## src/rtl/risc16_io_if.sv

```systemverilog
`default_nettype none
//------------------------------------------------------------------------------
// Module   : risc16_io_if
// Purpose  : Data-memory bus between the risc16 core and the I/O responder.
// Signals  : addr    - data address (core -> io)
//            rw      - 1 = write, 0 = read (core -> io)
//            mem_in  - write data (core -> io)
//            mem_out - combinational read data (io -> core)
//            io_hit  - address falls inside the I/O window (io -> core)
// Revision : 1.0 - initial release
//------------------------------------------------------------------------------
interface risc16_io_if;
    logic [15:0] addr;
    logic        rw;
    logic [15:0] mem_in;
    logic [15:0] mem_out;
    logic        io_hit;

    modport master (
        output addr,
        output rw,
        output mem_in,
        input  mem_out,
        input  io_hit
    );

    modport slave (
        input  addr,
        input  rw,
        input  mem_in,
        output mem_out,
        output io_hit
    );
endinterface
`default_nettype wire

```

## src/rtl/risc16_io.sv

```systemverilog
`default_nettype none
//------------------------------------------------------------------------------
// Module   : risc16_io
// Purpose  : Memory-mapped I/O responder for the risc16 core. Decodes the
//            window 0x0000..IO_TOP and provides the system control register,
//            a free-running 32-bit cycle counter with high-half snapshot, and
//            an 8N1 UART transmitter fed by a small TX FIFO.
// Ports    : clk      - system clock, all state on posedge
//            rst      - synchronous active-high reset
//            bus      - data-memory bus (slave side): addr, rw, mem_in in;
//                       mem_out (combinational read data), io_hit out
//            sys_ctrl - system control register, bit0 = halt (sticky)
//            txd      - registered UART serial output, idle high
// Revision : 1.0 - initial release
//------------------------------------------------------------------------------
module risc16_io #(
    parameter logic [15:0] IO_TOP       = 16'h000E,
    parameter int          FIFO_DEPTH   = 4,
    parameter logic [15:0] CLKS_PER_BIT = 16'd434
) (
    input  wire logic         clk,
    input  wire logic         rst,
    risc16_io_if.slave        bus,
    output logic [15:0]       sys_ctrl,
    output logic              txd
);

    localparam int          c_PTR_W  = $clog2(FIFO_DEPTH);
    localparam int          c_CNT_W  = c_PTR_W + 1;

    localparam logic [15:0] c_A_SYS  = 16'h0000;
    localparam logic [15:0] c_A_TX   = 16'h0001;
    localparam logic [15:0] c_A_STAT = 16'h0002;
    localparam logic [15:0] c_A_CLO  = 16'h0003;
    localparam logic [15:0] c_A_CHI  = 16'h0004;
    localparam logic [15:0] c_A_BAUD = 16'h0005;

    typedef enum logic [1:0] {
        S_IDLE  = 2'd0,
        S_START = 2'd1,
        S_DATA  = 2'd2,
        S_STOP  = 2'd3
    } state_t;

    // Registers
    logic [15:0]        sys_ctrl_q;
    logic [15:0]        baud_div_q;
    logic               ovf_q;
    logic [31:0]        cyc_q;
    logic [15:0]        cyc_hi_snap_q;
    logic [7:0]         fifo_mem_q [FIFO_DEPTH];
    logic [c_PTR_W-1:0] wr_ptr_q;
    logic [c_PTR_W-1:0] rd_ptr_q;
    logic [c_CNT_W-1:0] fifo_cnt_q;

    state_t             state_q,    state_d;
    logic [15:0]        baud_cnt_q, baud_cnt_d;
    logic [2:0]         bit_cnt_q,  bit_cnt_d;
    logic [7:0]         shift_q,    shift_d;
    logic               txd_q,      txd_d;

    // Decode
    logic        w_hit;
    logic        w_wr;
    logic        w_rd;
    logic        w_wr_sys;
    logic        w_wr_tx;
    logic        w_wr_stat;
    logic        w_wr_baud;
    logic        w_rd_clo;

    assign w_hit     = (bus.addr <= IO_TOP);
    assign w_wr      = w_hit &  bus.rw;
    assign w_rd      = w_hit & ~bus.rw;
    assign w_wr_sys  = w_wr && (bus.addr == c_A_SYS);
    assign w_wr_tx   = w_wr && (bus.addr == c_A_TX);
    assign w_wr_stat = w_wr && (bus.addr == c_A_STAT);
    assign w_wr_baud = w_wr && (bus.addr == c_A_BAUD);
    assign w_rd_clo  = w_rd && (bus.addr == c_A_CLO);

    // FIFO status and handshakes
    logic w_full;
    logic w_empty;
    logic w_pop;
    logic w_push;
    logic w_ovf_set;

    assign w_full    = (fifo_cnt_q == c_CNT_W'(FIFO_DEPTH));
    assign w_empty   = (fifo_cnt_q == '0);
    // The FSM only pops from a registered non-empty count, so a byte pushed
    // into an empty FIFO is popped on the following edge, not the same one.
    assign w_pop     = (state_q == S_IDLE) && !w_empty;
    // A simultaneous pop frees a slot, so a push into a full FIFO still lands.
    assign w_push    = w_wr_tx && (!w_full || w_pop);
    assign w_ovf_set = w_wr_tx &&  w_full && !w_pop;

    // A divider of 0 is treated as 1 so every bit lasts at least one cycle.
    logic [15:0] w_div_eff;
    assign w_div_eff = (baud_div_q == 16'd0) ? 16'd1 : baud_div_q;

    // Control/status registers, counter, FIFO pointers
    always_ff @(posedge clk) begin
        if (rst) begin
            sys_ctrl_q    <= 16'h0000;
            baud_div_q    <= CLKS_PER_BIT;
            ovf_q         <= 1'b0;
            cyc_q         <= 32'd0;
            cyc_hi_snap_q <= 16'h0000;
            wr_ptr_q      <= '0;
            rd_ptr_q      <= '0;
            fifo_cnt_q    <= '0;
        end else begin
            cyc_q <= cyc_q + 32'd1;

            if (w_wr_sys) begin
                // halt (bit0) is sticky: it can be set but never cleared here
                sys_ctrl_q <= {bus.mem_in[15:1], sys_ctrl_q[0] | bus.mem_in[0]};
            end

            if (w_wr_baud) begin
                baud_div_q <= bus.mem_in;
            end

            if (w_ovf_set) begin
                ovf_q <= 1'b1;
            end else if (w_wr_stat && bus.mem_in[3]) begin
                ovf_q <= 1'b0;
            end

            // Snapshot the live high half as the low half is read, so a
            // following CYC_HI read is coherent with the CYC_LO value.
            if (w_rd_clo) begin
                cyc_hi_snap_q <= cyc_q[31:16];
            end

            if (w_push) begin
                wr_ptr_q <= wr_ptr_q + c_PTR_W'(1);
            end
            if (w_pop) begin
                rd_ptr_q <= rd_ptr_q + c_PTR_W'(1);
            end
            case ({w_push, w_pop})
                2'b10:   fifo_cnt_q <= fifo_cnt_q + c_CNT_W'(1);
                2'b01:   fifo_cnt_q <= fifo_cnt_q - c_CNT_W'(1);
                default: fifo_cnt_q <= fifo_cnt_q;
            endcase
        end
    end

    // FIFO storage needs no reset; occupancy is tracked by the count.
    always_ff @(posedge clk) begin
        if (w_push) begin
            fifo_mem_q[wr_ptr_q] <= bus.mem_in[7:0];
        end
    end

    // UART transmitter state register
    always_ff @(posedge clk) begin
        if (rst) begin
            state_q    <= S_IDLE;
            baud_cnt_q <= 16'd0;
            bit_cnt_q  <= 3'd0;
            shift_q    <= 8'h00;
            txd_q      <= 1'b1;
        end else begin
            state_q    <= state_d;
            baud_cnt_q <= baud_cnt_d;
            bit_cnt_q  <= bit_cnt_d;
            shift_q    <= shift_d;
            txd_q      <= txd_d;
        end
    end

    // UART next state. The baud counter is reloaded from BAUD_DIV only at a
    // bit start, so divider changes never stretch or cut a bit in flight.
    logic w_bit_done;
    assign w_bit_done = (baud_cnt_q <= 16'd1);

    always_comb begin
        state_d    = state_q;
        baud_cnt_d = baud_cnt_q;
        bit_cnt_d  = bit_cnt_q;
        shift_d    = shift_q;
        txd_d      = txd_q;

        case (state_q)
            S_IDLE: begin
                txd_d = 1'b1;
                if (!w_empty) begin
                    shift_d    = fifo_mem_q[rd_ptr_q];
                    baud_cnt_d = w_div_eff;
                    txd_d      = 1'b0;
                    state_d    = S_START;
                end
            end
            S_START: begin
                if (w_bit_done) begin
                    baud_cnt_d = w_div_eff;
                    bit_cnt_d  = 3'd0;
                    txd_d      = shift_q[0];
                    state_d    = S_DATA;
                end else begin
                    baud_cnt_d = baud_cnt_q - 16'd1;
                end
            end
            S_DATA: begin
                if (w_bit_done) begin
                    baud_cnt_d = w_div_eff;
                    if (bit_cnt_q == 3'd7) begin
                        txd_d   = 1'b1;
                        state_d = S_STOP;
                    end else begin
                        shift_d   = {1'b0, shift_q[7:1]};
                        txd_d     = shift_q[1];
                        bit_cnt_d = bit_cnt_q + 3'd1;
                    end
                end else begin
                    baud_cnt_d = baud_cnt_q - 16'd1;
                end
            end
            S_STOP: begin
                if (w_bit_done) begin
                    state_d = S_IDLE;
                end else begin
                    baud_cnt_d = baud_cnt_q - 16'd1;
                end
            end
            default: begin
                state_d = S_IDLE;
                txd_d   = 1'b1;
            end
        endcase
    end

    // Combinational read path
    logic [15:0] w_status;
    logic [15:0] w_rdata;

    assign w_status = {8'h00, 4'(fifo_cnt_q), ovf_q, (state_q != S_IDLE),
                       w_empty, w_full};

    always_comb begin
        w_rdata = 16'h0000;
        if (w_hit) begin
            case (bus.addr)
                c_A_SYS:  w_rdata = sys_ctrl_q;
                c_A_STAT: w_rdata = w_status;
                c_A_CLO:  w_rdata = cyc_q[15:0];
                c_A_CHI:  w_rdata = cyc_hi_snap_q;
                c_A_BAUD: w_rdata = baud_div_q;
                default:  w_rdata = 16'h0000;
            endcase
        end
    end

    assign bus.mem_out = w_rdata;
    assign bus.io_hit  = w_hit;
    assign sys_ctrl    = sys_ctrl_q;
    assign txd         = txd_q;

endmodule
`default_nettype wire

```

## src/flat_wrapper.sv

```systemverilog
// flat-port wrapper written by rule: the top's interface ports become plain ports
module risc16_io_flat 
#(
    parameter logic [15:0] IO_TOP       = 16'h000E,
    parameter int          FIFO_DEPTH   = 4,
    parameter logic [15:0] CLKS_PER_BIT = 16'd434
)
  (clk, rst, sys_ctrl, txd, bus_addr, bus_rw, bus_mem_in, bus_mem_out, bus_io_hit);
  risc16_io_if bus_i ();
  input  wire logic clk;
  input  wire logic rst;
  output logic [15:0] sys_ctrl;
  output logic txd;
  input wire logic [$bits(bus_i.addr)-1:0] bus_addr;
  input wire logic [$bits(bus_i.rw)-1:0] bus_rw;
  input wire logic [$bits(bus_i.mem_in)-1:0] bus_mem_in;
  output wire logic [$bits(bus_i.mem_out)-1:0] bus_mem_out;
  output wire logic [$bits(bus_i.io_hit)-1:0] bus_io_hit;
  assign bus_i.addr = bus_addr;
  assign bus_i.rw = bus_rw;
  assign bus_i.mem_in = bus_mem_in;
  assign bus_mem_out = bus_i.mem_out;
  assign bus_io_hit = bus_i.io_hit;
  risc16_io #(.IO_TOP(IO_TOP), .FIFO_DEPTH(FIFO_DEPTH), .CLKS_PER_BIT(CLKS_PER_BIT)) u_core (.clk(clk), .rst(rst), .bus(bus_i), .sys_ctrl(sys_ctrl), .txd(txd));
endmodule
```

## config.mk

```make
export PLATFORM = sky130hd
export DESIGN_NAME = risc16_io_flat
export DESIGN_NICKNAME = d
export VERILOG_FILES = /design/src/rtl/risc16_io_if.sv /design/src/rtl/risc16_io.sv /design/src/flat_wrapper.sv
export SDC_FILE = /design/constraint.sdc
export NUM_CORES = 1
export LEC_CHECK = 0
export ABC_AREA = 1
export CAP_MARGIN = 20
export CORE_MARGIN = 4
export CORE_UTILIZATION = 30
export DETAILED_ROUTE_END_ITERATION = 10
export GPL_ROUTABILITY_DRIVEN = 0
export REMOVE_ABC_BUFFERS = 1
export SLEW_MARGIN = 15
export SYNTH_ARGS = -nofsm -noshare
export SYNTH_HDL_FRONTEND = slang
export SYNTH_SLANG_ARGS = --single-unit
```

## constraint.sdc

```tcl
create_clock -name clk -period 2.7 [get_ports clk]
set_clock_uncertainty 0.1 [all_clocks]
set_input_delay 0.54 -clock clk [delete_from_list [all_inputs] [get_ports clk]]
set_output_delay 0.54 -clock clk [all_outputs]
set_load 0.05 [all_outputs]
```

==> key figures, run 1 <==
Cells and area
  – Share of post-route cells with drive strength above 1: 0.159
  – Final instance area: 0.00983 mm^2
  – Area grow syn2layout: 28.6%
  – Filler cells: 2611
  – N_diodes: 0
  – Layout Nets: 1184

Clock network
  – Worst skew pair latency: 420 ps
  – Root buf cell: clkbuf_16
  – Clock Tree Buf Depth: 2
  – Worst-path clk slew: 60 ps
  – CTS Sinks: 152
  – CTS Hold Bufs: 0
  – Htree depth: 4
  – Num CTS Buffers: 17
  – CTS tree: yes

Power
  – Psw: 0.00268 W
  – Gate power share: 0.316
  – Part of the power in the clock network: 0.312
  – Switch share: 0.375
  – Leak: 3.96 nW
  – Int Pwr: 0.00447 W
  – P per Cell Area: 727 mW/mm^2
  – Tot Pwr: 0.00715 W
  – Seq pwr share: 0.372
  – Peak VDD IR: 0.000456 V

Setup path
  – Crit-path cells: clkdlybuf4s15_1 > nor2_1 > nand2_1 > nor2_2 > nand2_2 > inv_4 > buf_6 > nand3_4 > buf_6 > o22ai_1 > a21oi_1 > nand3_2 > buf_12
  – Slowest stage cell, crit path: clkdlybuf4s15_1
  – Startpoint Class: input pin
  – Crit path max-delay family: buffers and inverters
  – WP buf/inv: 5
  – R2R depth: 12
  – Critical Path Most Common Cell: buf_6
  – Launch point of the worst path: bus_addr[5]
  – Max Fanout on Critical Path: 6
  – Critical Setup Path Class: input pin to output port
  – Worst R2R Start: u_core.state_q[0]$_SDFFE_PP0P_
  – Worst setup EP type: output port
  – WP depth: 13
  – Slowest stage delay, CP: 160 ps
  – Crit path DAT: 1990 ps
  – WP data required: 2060 ps

Timing
  – Final setup fails: 0
  – Final Hold Violating Endpoints: 0
  – Worst slew margin: 0.551
  – RSZ-0062 raised after global routing: yes
  – Max Slew Vio Count: 0
  – Period utilization: 0.974
  – Slew @ Worst Pin: 674 ps
  – Min cycle time layout: 2630 ps
  – Fmax: 0.380 GHz

Yosys
  – Sequential area share after synthesis: 0.440
  – Area leader, netlist: dfxtp_1
  – Yosys top cell area share: 0.314
  – Cell count after synthesis: 1037
  – Mean post-synth cell area: 7.38 um^2
  – Main synth FF type: dfxtp_1
  – Syn. warnings: 0
  – Yosys reg bits: 152
  – Area contributors post-synth: dfxtp_1 31%, edfxtp_1 13%, nand2_1 9.5%, nor2_1 6.5%, inv_1 6.0%
  – Synth unique cells: 46
  – Mapped cell area: 0.00765 mm^2
  – Fraction of registers with async set/reset: 0
  – Post-synth EDFFs: 32

Routing
  – Number of remaining DRC errors: 0
  – Post-Route WL: 21500 um
  – Drt via density: 4.77
  – Drt wl/cell: 14.5 um
  – Total number of vias: 7052
  – Initial DRT Pass Iterations: 5
  – 1st-iter DRT viols: 452
  – Antenna-violating nets left: 0

Floorplanning
  – Die Y: 168 um
  – IO Pins: 69
  – Num rows: 58
  – Starting Density: 0.305
  – Chip width: 168 um
  – Core box area: 0.0251 mm^2
  – DIE AREA: 0.0281 mm^2

Min path
  – Worst Hold Launch: u_core.cyc_hi_snap_q[11]$_SDFFE_PP0P_
  – Worst hold path type: register to register
  – Hold path cells: 2

Global route
  – Number of global-route vias before repair: 6766
  – GRT Resource Usage Total: 0.154
  – GRT overflow: 0
  – First-pass GRT wire length: 35300 um
  – Antenna violations before repair: 0
  – Largest net degree at the start of global routing: 63

Place
  – Buffers on Ports: 68
  – Dpl hpwl: 15700 um
  – Area after DPL: 0.00902 mm^2

Status
  – Run status: finished, final reports clean

Flow run
  – Max Cap Viol: 0
power groups by stage:
| stage | registers, W | clock network (W) | logic, W |
|---|---|---|---|
| detailed placement | 0.00271 | 0 | 0.00224 |
| CTS | 0.00266 | 0.00227 | 0.00226 |
| global placement | 0.00271 | 0 | 0.00223 |
| floorplan | 0.00271 | 0 | 0.00158 |
| finish | 0.00266 | 0.00223 | 0.00226 |
| global route | 0.00269 | 0.00237 | 0.00260 |
cell type report:
| class | instances | area (um^2) | share of cell area |
|---|---|---|---|
| multi-input cells | 719 | 3830 | 0.390 |
| flip-flops and latches | 152 | 3360 | 0.342 |
| repair buffers | 114 | 1180 | 0.120 |
| inverters | 130 | 494 | 0.0503 |
| clock buffers | 18 | 429 | 0.0436 |
| well taps | 330 | 413 | 0.0420 |
| clock inverters | 14 | 116 | 0.0118 |
logic make-up (layout without fill, tap and decap cells):
group / count (synthesis) / after routing / synth area share
buffers and inverters: 166 / 276 / 0.0880
AO/OA/AOI/OAI: 208 / 208 / 0.145
AND/OR/NAND/NOR: 483 / 483 / 0.287
flip-flops: 152 / 152 / 0.440
adder cells (fa/ha/maj): 15 / 15 / 0.0255
XOR/XNOR: 13 / 13 / 0.0149
cell usage in the layout, fill, tap and decap left out, drive strengths merged, types with 19 or more instances in the layout:
cell type	count
clkdlybuf4s50	34
nand2	200
dfxtp	120
nand3	72
nor3	31
clkbuf	19
o21ai	87
edfxtp	32
buf	67
nor2	146
inv	134
a21oi	93
worst register-to-register path, stage by stage (launching register included):
cell     delay, ps
dfxtp_1        390
inv_1           90
ha_1           260
inv_2          130
nand3_1        130
nand3_2        120
ha_1           160
inv_1           70
fa_1           380
a21oi_1        150
o21ai_0        150
o21ai_1        150
a21oi_1         50
state kept, by name, indices dropped and copies added, names as in the netlist, named ones only:
signal / cells
u_core.fifo_cnt_q: 3
u_core.fifo_mem_q: 32
u_core.baud_cnt_q: 16
u_core.sys_ctrl: 16
u_core.cyc_q: 32
u_core.bit_cnt_q: 3
u_core.txd: 1
u_core.state_q: 2
u_core.cyc_hi_snap_q: 16
u_core.ovf_q: 1
u_core.baud_div_q: 16
u_core.rd_ptr_q: 2
u_core.shift_q: 8
u_core.wr_ptr_q: 2
routing by layer:
metal,GRT usage,vias to the layer above,wire length [um]
li1,-,3624,-
met1,0.192,3262,9520
met2,0.268,126,10700
met3,0.0267,40,675
met4,0.0554,0,559
met5,0,-,0
synthesized netlist by cell type (2+ instances only):
| library cell | instances |
|---|---|
| a21oi_1 | 92 |
| buf_1 | 2 |
| buf_2 | 9 |
| buf_4 | 4 |
| buf_6 | 3 |
| clkbuf_1 | 18 |
| dfxtp_1 | 120 |
| edfxtp_1 | 32 |
| ha_1 | 14 |
| inv_1 | 123 |
| inv_2 | 5 |
| nand2_1 | 194 |
| nand2_2 | 5 |
| nand3_1 | 66 |
| nand3_2 | 6 |
| nand3b_1 | 3 |
| nand4_1 | 13 |
| nor2_1 | 133 |
| nor2_2 | 12 |
| nor3_1 | 25 |
| nor3_2 | 3 |
| nor3_4 | 3 |
| nor3b_1 | 2 |
| nor4_1 | 3 |
| o2111ai_1 | 8 |
| o21a_1 | 4 |
| o21ai_0 | 83 |
| o21ai_1 | 3 |
| o22ai_1 | 15 |
| or2_0 | 2 |
| or2_2 | 6 |
| xor2_1 | 12 |
worst paths after layout:
path,endpoint,slack [ps]
setup / recovery,bus_mem_out[1],70
hold / removal,u_core.cyc_hi_snap_q[11]$_SDFFE_PP0P_,350
setup reg to reg,u_core.fifo_cnt_q[2]$_SDFFE_PP0P_,270
hold reg to reg,u_core.cyc_hi_snap_q[11]$_SDFFE_PP0P_,350
repair_timing:
| action | 4_1_cts | 5_1_grt |
|---|---|---|
| pin swaps | 15 | 8 |
| setup buffers | 7 | 0 |
| endpoints found under the setup margin | 16 | 17 |
| cloned | 1 | 0 |
| gates resized for setup | 66 | 23 |
per-stage QoR:
step,worst slack (ps),util,hold slack (ps),setup TNS [ps],std cells
floorplan,-121,-,326,-662,1001
global placement,-220,0.359,335,-3440,1439
detailed placement,-276,0.359,338,-4020,1439
CTS,2.37,0.390,348,0,1479
global route,-32.2,0.392,366,-147,1477
finish,69.4,0.392,347,0,1477
(Power assumes the default switching activity.)
==> inputs of run 2 (changes only) <==
GPL_ROUTABILITY_DRIVEN = unset   (was 0)
==> results of run 2 <==
The final DEF is identical to that of run 1; final timing and power are the same.
==> inputs of run 3 (changes only) <==
CAP_MARGIN = 40   (was 20)
==> results of run 3 <==
The final DEF is identical to that of run 1; final timing and power are the same.
==> variant: new RTL, settings of run 3 <==
`FIFO_DEPTH` is set to 4 in 2 places; all go to 8.
--- a/src/rtl/risc16_io.sv
+++ b/src/rtl/risc16_io.sv
@@ -16,5 +16,5 @@
 module risc16_io #(
     parameter logic [15:0] IO_TOP       = 16'h000E,
-    parameter int          FIFO_DEPTH   = 4,
+    parameter int          FIFO_DEPTH   = 8,
     parameter logic [15:0] CLKS_PER_BIT = 16'd434
 ) (
--- a/src/flat_wrapper.sv
+++ b/src/flat_wrapper.sv
@@ -3,5 +3,5 @@
 #(
     parameter logic [15:0] IO_TOP       = 16'h000E,
-    parameter int          FIFO_DEPTH   = 4,
+    parameter int          FIFO_DEPTH   = 8,
     parameter logic [15:0] CLKS_PER_BIT = 16'd434
 )
Check against the original RTL: not equivalent (Yosys sat finds a counterexample within 10 cycles, from zero or initial values and one cycle with rst high).
==> variant against run 3 <==
- the flow now finishes with violations (negative setup slack)
- total power increased by 25%
- cell area increased by 20%
- count of clock-buffer cells in the layout decreased by 1
- sequential cell count increased by 36
- global-route usage decreased by 1.4 points
- setup slack got worse by 0.071 ns
- via count increased by 13%
- hold slack improved by 0.0046 ns
- synthesized area increased by 21%
- routed wire length increased by 11%
- synthesized cell count increased by 15%
- largest power group unchanged
==> variant: results (changes against run 3) <==
io_buffer_count: 68  # unchanged
ys_top_cells_by_area: "dfxtp_1, edfxtp_1, nand2_1, inv_1, nor2_1"
yosysSeqAreaShare_pct: 47.7  # +3.7 points
gp_congestion: 0.858  # -2.2%
root_buffer: "clkbuf_16"
peakVddDrop_v: 0.000455  # -0.28%
antenna_found_initial: 0  # unchanged
synth_edf_count: 64  # +100%
postLayoutSetupSlackWorst_ns: -0.00195  # -0.0713 ns
synthTopCellsByCount: "nand2_1, inv_1, nor2_1"
numCtsBuffers: 17  # unchanged
grt.total_usage_pct: 14.0  # -1.4 points
yosysWarnings: 0  # unchanged
arrival_ns: 2.06  # +0.07 ns
grt_pass1_wl_mm: 39.0  # +10%
clk_latency_ns: 0.44  # +0.02 ns
grt_pass1_vias: 7575  # +12%
htree_levels: 4  # unchanged
violations: "negative setup slack"
place_area_um2: 10800  # +20%
n_antenna_cell: 0  # unchanged
first_pass_iters: 5  # unchanged
async_reset_ff_share_pct: 0  # unchanged
route.detailed.vias_per_inst: 4.65  # -2.7%
finalSetupViolCount: 1  # +1
reg.largest.list: "u_core.fifo_mem_q: 64 flops, u_core.cyc_q: 32 flops"
cts.path.max_buffers: 2  # unchanged
hp-class: "reg -> reg"
drt_iter0_drc: 514  # +14%
drt_wl_total_mm: 23.9  # +11%
hpwl_mm: 17.4  # +11%
status: "complete, but fails checks"
tightest_slew_ns: 0.668  # -0.00519 ns
yosysUniqueCellTypes: 51  # +11%
clk_pin_slew_worst_paths_ns: 0.08  # +0.02 ns
grt_max_degree: 51  # -19%
drive_above_1_share_pct: 17.1  # +1.2 points
p_leak_nw: 4.89  # +23%
finalNetCount: 1356  # +15%
worstPathMaxFanout: 4  # -2
[variant: kinds of logic after synthesis]
logic type	share of synthesized area (%)
and+or+nand+nor	27.0
AOI/OAI and AO/OA	12.6
buffers and inverters	9.02
DFF	47.7
xor gates and xnor gates	1.61
adders and majority gates	2.11
[variant: report_power, final]
part	leakage, nW	switching (W)	total [W]	internal, W
combinational	3.00	0.00190	0.00293	0.00103
sequential	1.58	0.000195	0.00337	0.00317
clock	0.306	0.00127	0.00263	0.00136
total	4.89	0.00336	0.00892	0.00556
[variant: cell type report]
cell class | instances | area, um^2
Clock inverter | 15 | 203
Multi-Input combinational cell | 798 | 4230
Inverter | 167 | 634
Sequential cell | 188 | 4400
Timing Repair Buffer | 134 | 1440
Fill cell | 2985 | 18200
Tap cell | 390 | 488
Clock buffer | 17 | 425
[variant: metrics by stage]
step	cells	setup TNS, ns	total power [W]	setup slack, ns	hold slack [ns]
6_report	1709	-0.00195	0.00892	-0.00195	0.351
5_1_grt	1709	-0.460	0.00958	-0.0999	0.363
4_1_cts	1707	-0.136	0.00895	-0.0416	0.350
3_5_place_dp	1669	-13.55	0.00632	-0.319	0.338
3_3_place_gp	1669	-10.82	0.00627	-0.262	0.332
2_1_floorplan	1153	-1.71	0.00552	-0.571	0.317
[variant: final timing paths]
| kind | startpoint | endpoint | slack, ns | depth (start not counted) |
|---|---|---|---|---|
| setup / recovery | bus_addr[8] | bus_mem_out[0] | -0.002 | 15 |
| hold / removal | u_core.cyc_hi_snap_q[5]$_SDFFE_PP0P_ | u_core.cyc_hi_snap_q[5]$_SDFFE_PP0P_ | 0.35 | 2 |
| setup reg to reg | u_core.fifo_cnt_q[1]$_SDFFE_PP0P_ | u_core.fifo_cnt_q[3]$_SDFFE_PP0P_ | 0.32 | 15 |
| hold reg to reg | u_core.cyc_hi_snap_q[5]$_SDFFE_PP0P_ | u_core.cyc_hi_snap_q[5]$_SDFFE_PP0P_ | 0.35 | 2 |
[variant: worst max-delay path, stage by stage]
cell and delay [ns]:
clkdlybuf4s15_1 0.16, inv_1 0.04, nand2_1 0.05, nor2_2 0.11
nand2_2 0.09, buf_6 0.13, inv_6 0.05, nand4_1 0.17
inv_2 0.13, nand2_1 0.08, nand2_1 0.09, nor2_2 0.04
o21ai_1 0.08, buf_4 0.14, buf_12 0.12
[variant: repair_timing]
action | 4_1_cts | 5_1_grt
setup endpoints to repair | 16 | 16
setup buffers | 5 | 2
pin swaps | 24 | 24
cloned | 1 | 0
resized for setup | 86 | 47
[variant: per-layer routing]
layer  vias up  wire [um]  share of wire (%)  global-route usage, %
li1       4133          -                  -                      -
met1      3668      11300                 47                   18.8
met2       126      11500                 48                   24.0
met3        16        854                3.6                   2.20
met4         0        227               0.95                   3.04
met5         -          0                  0                      0
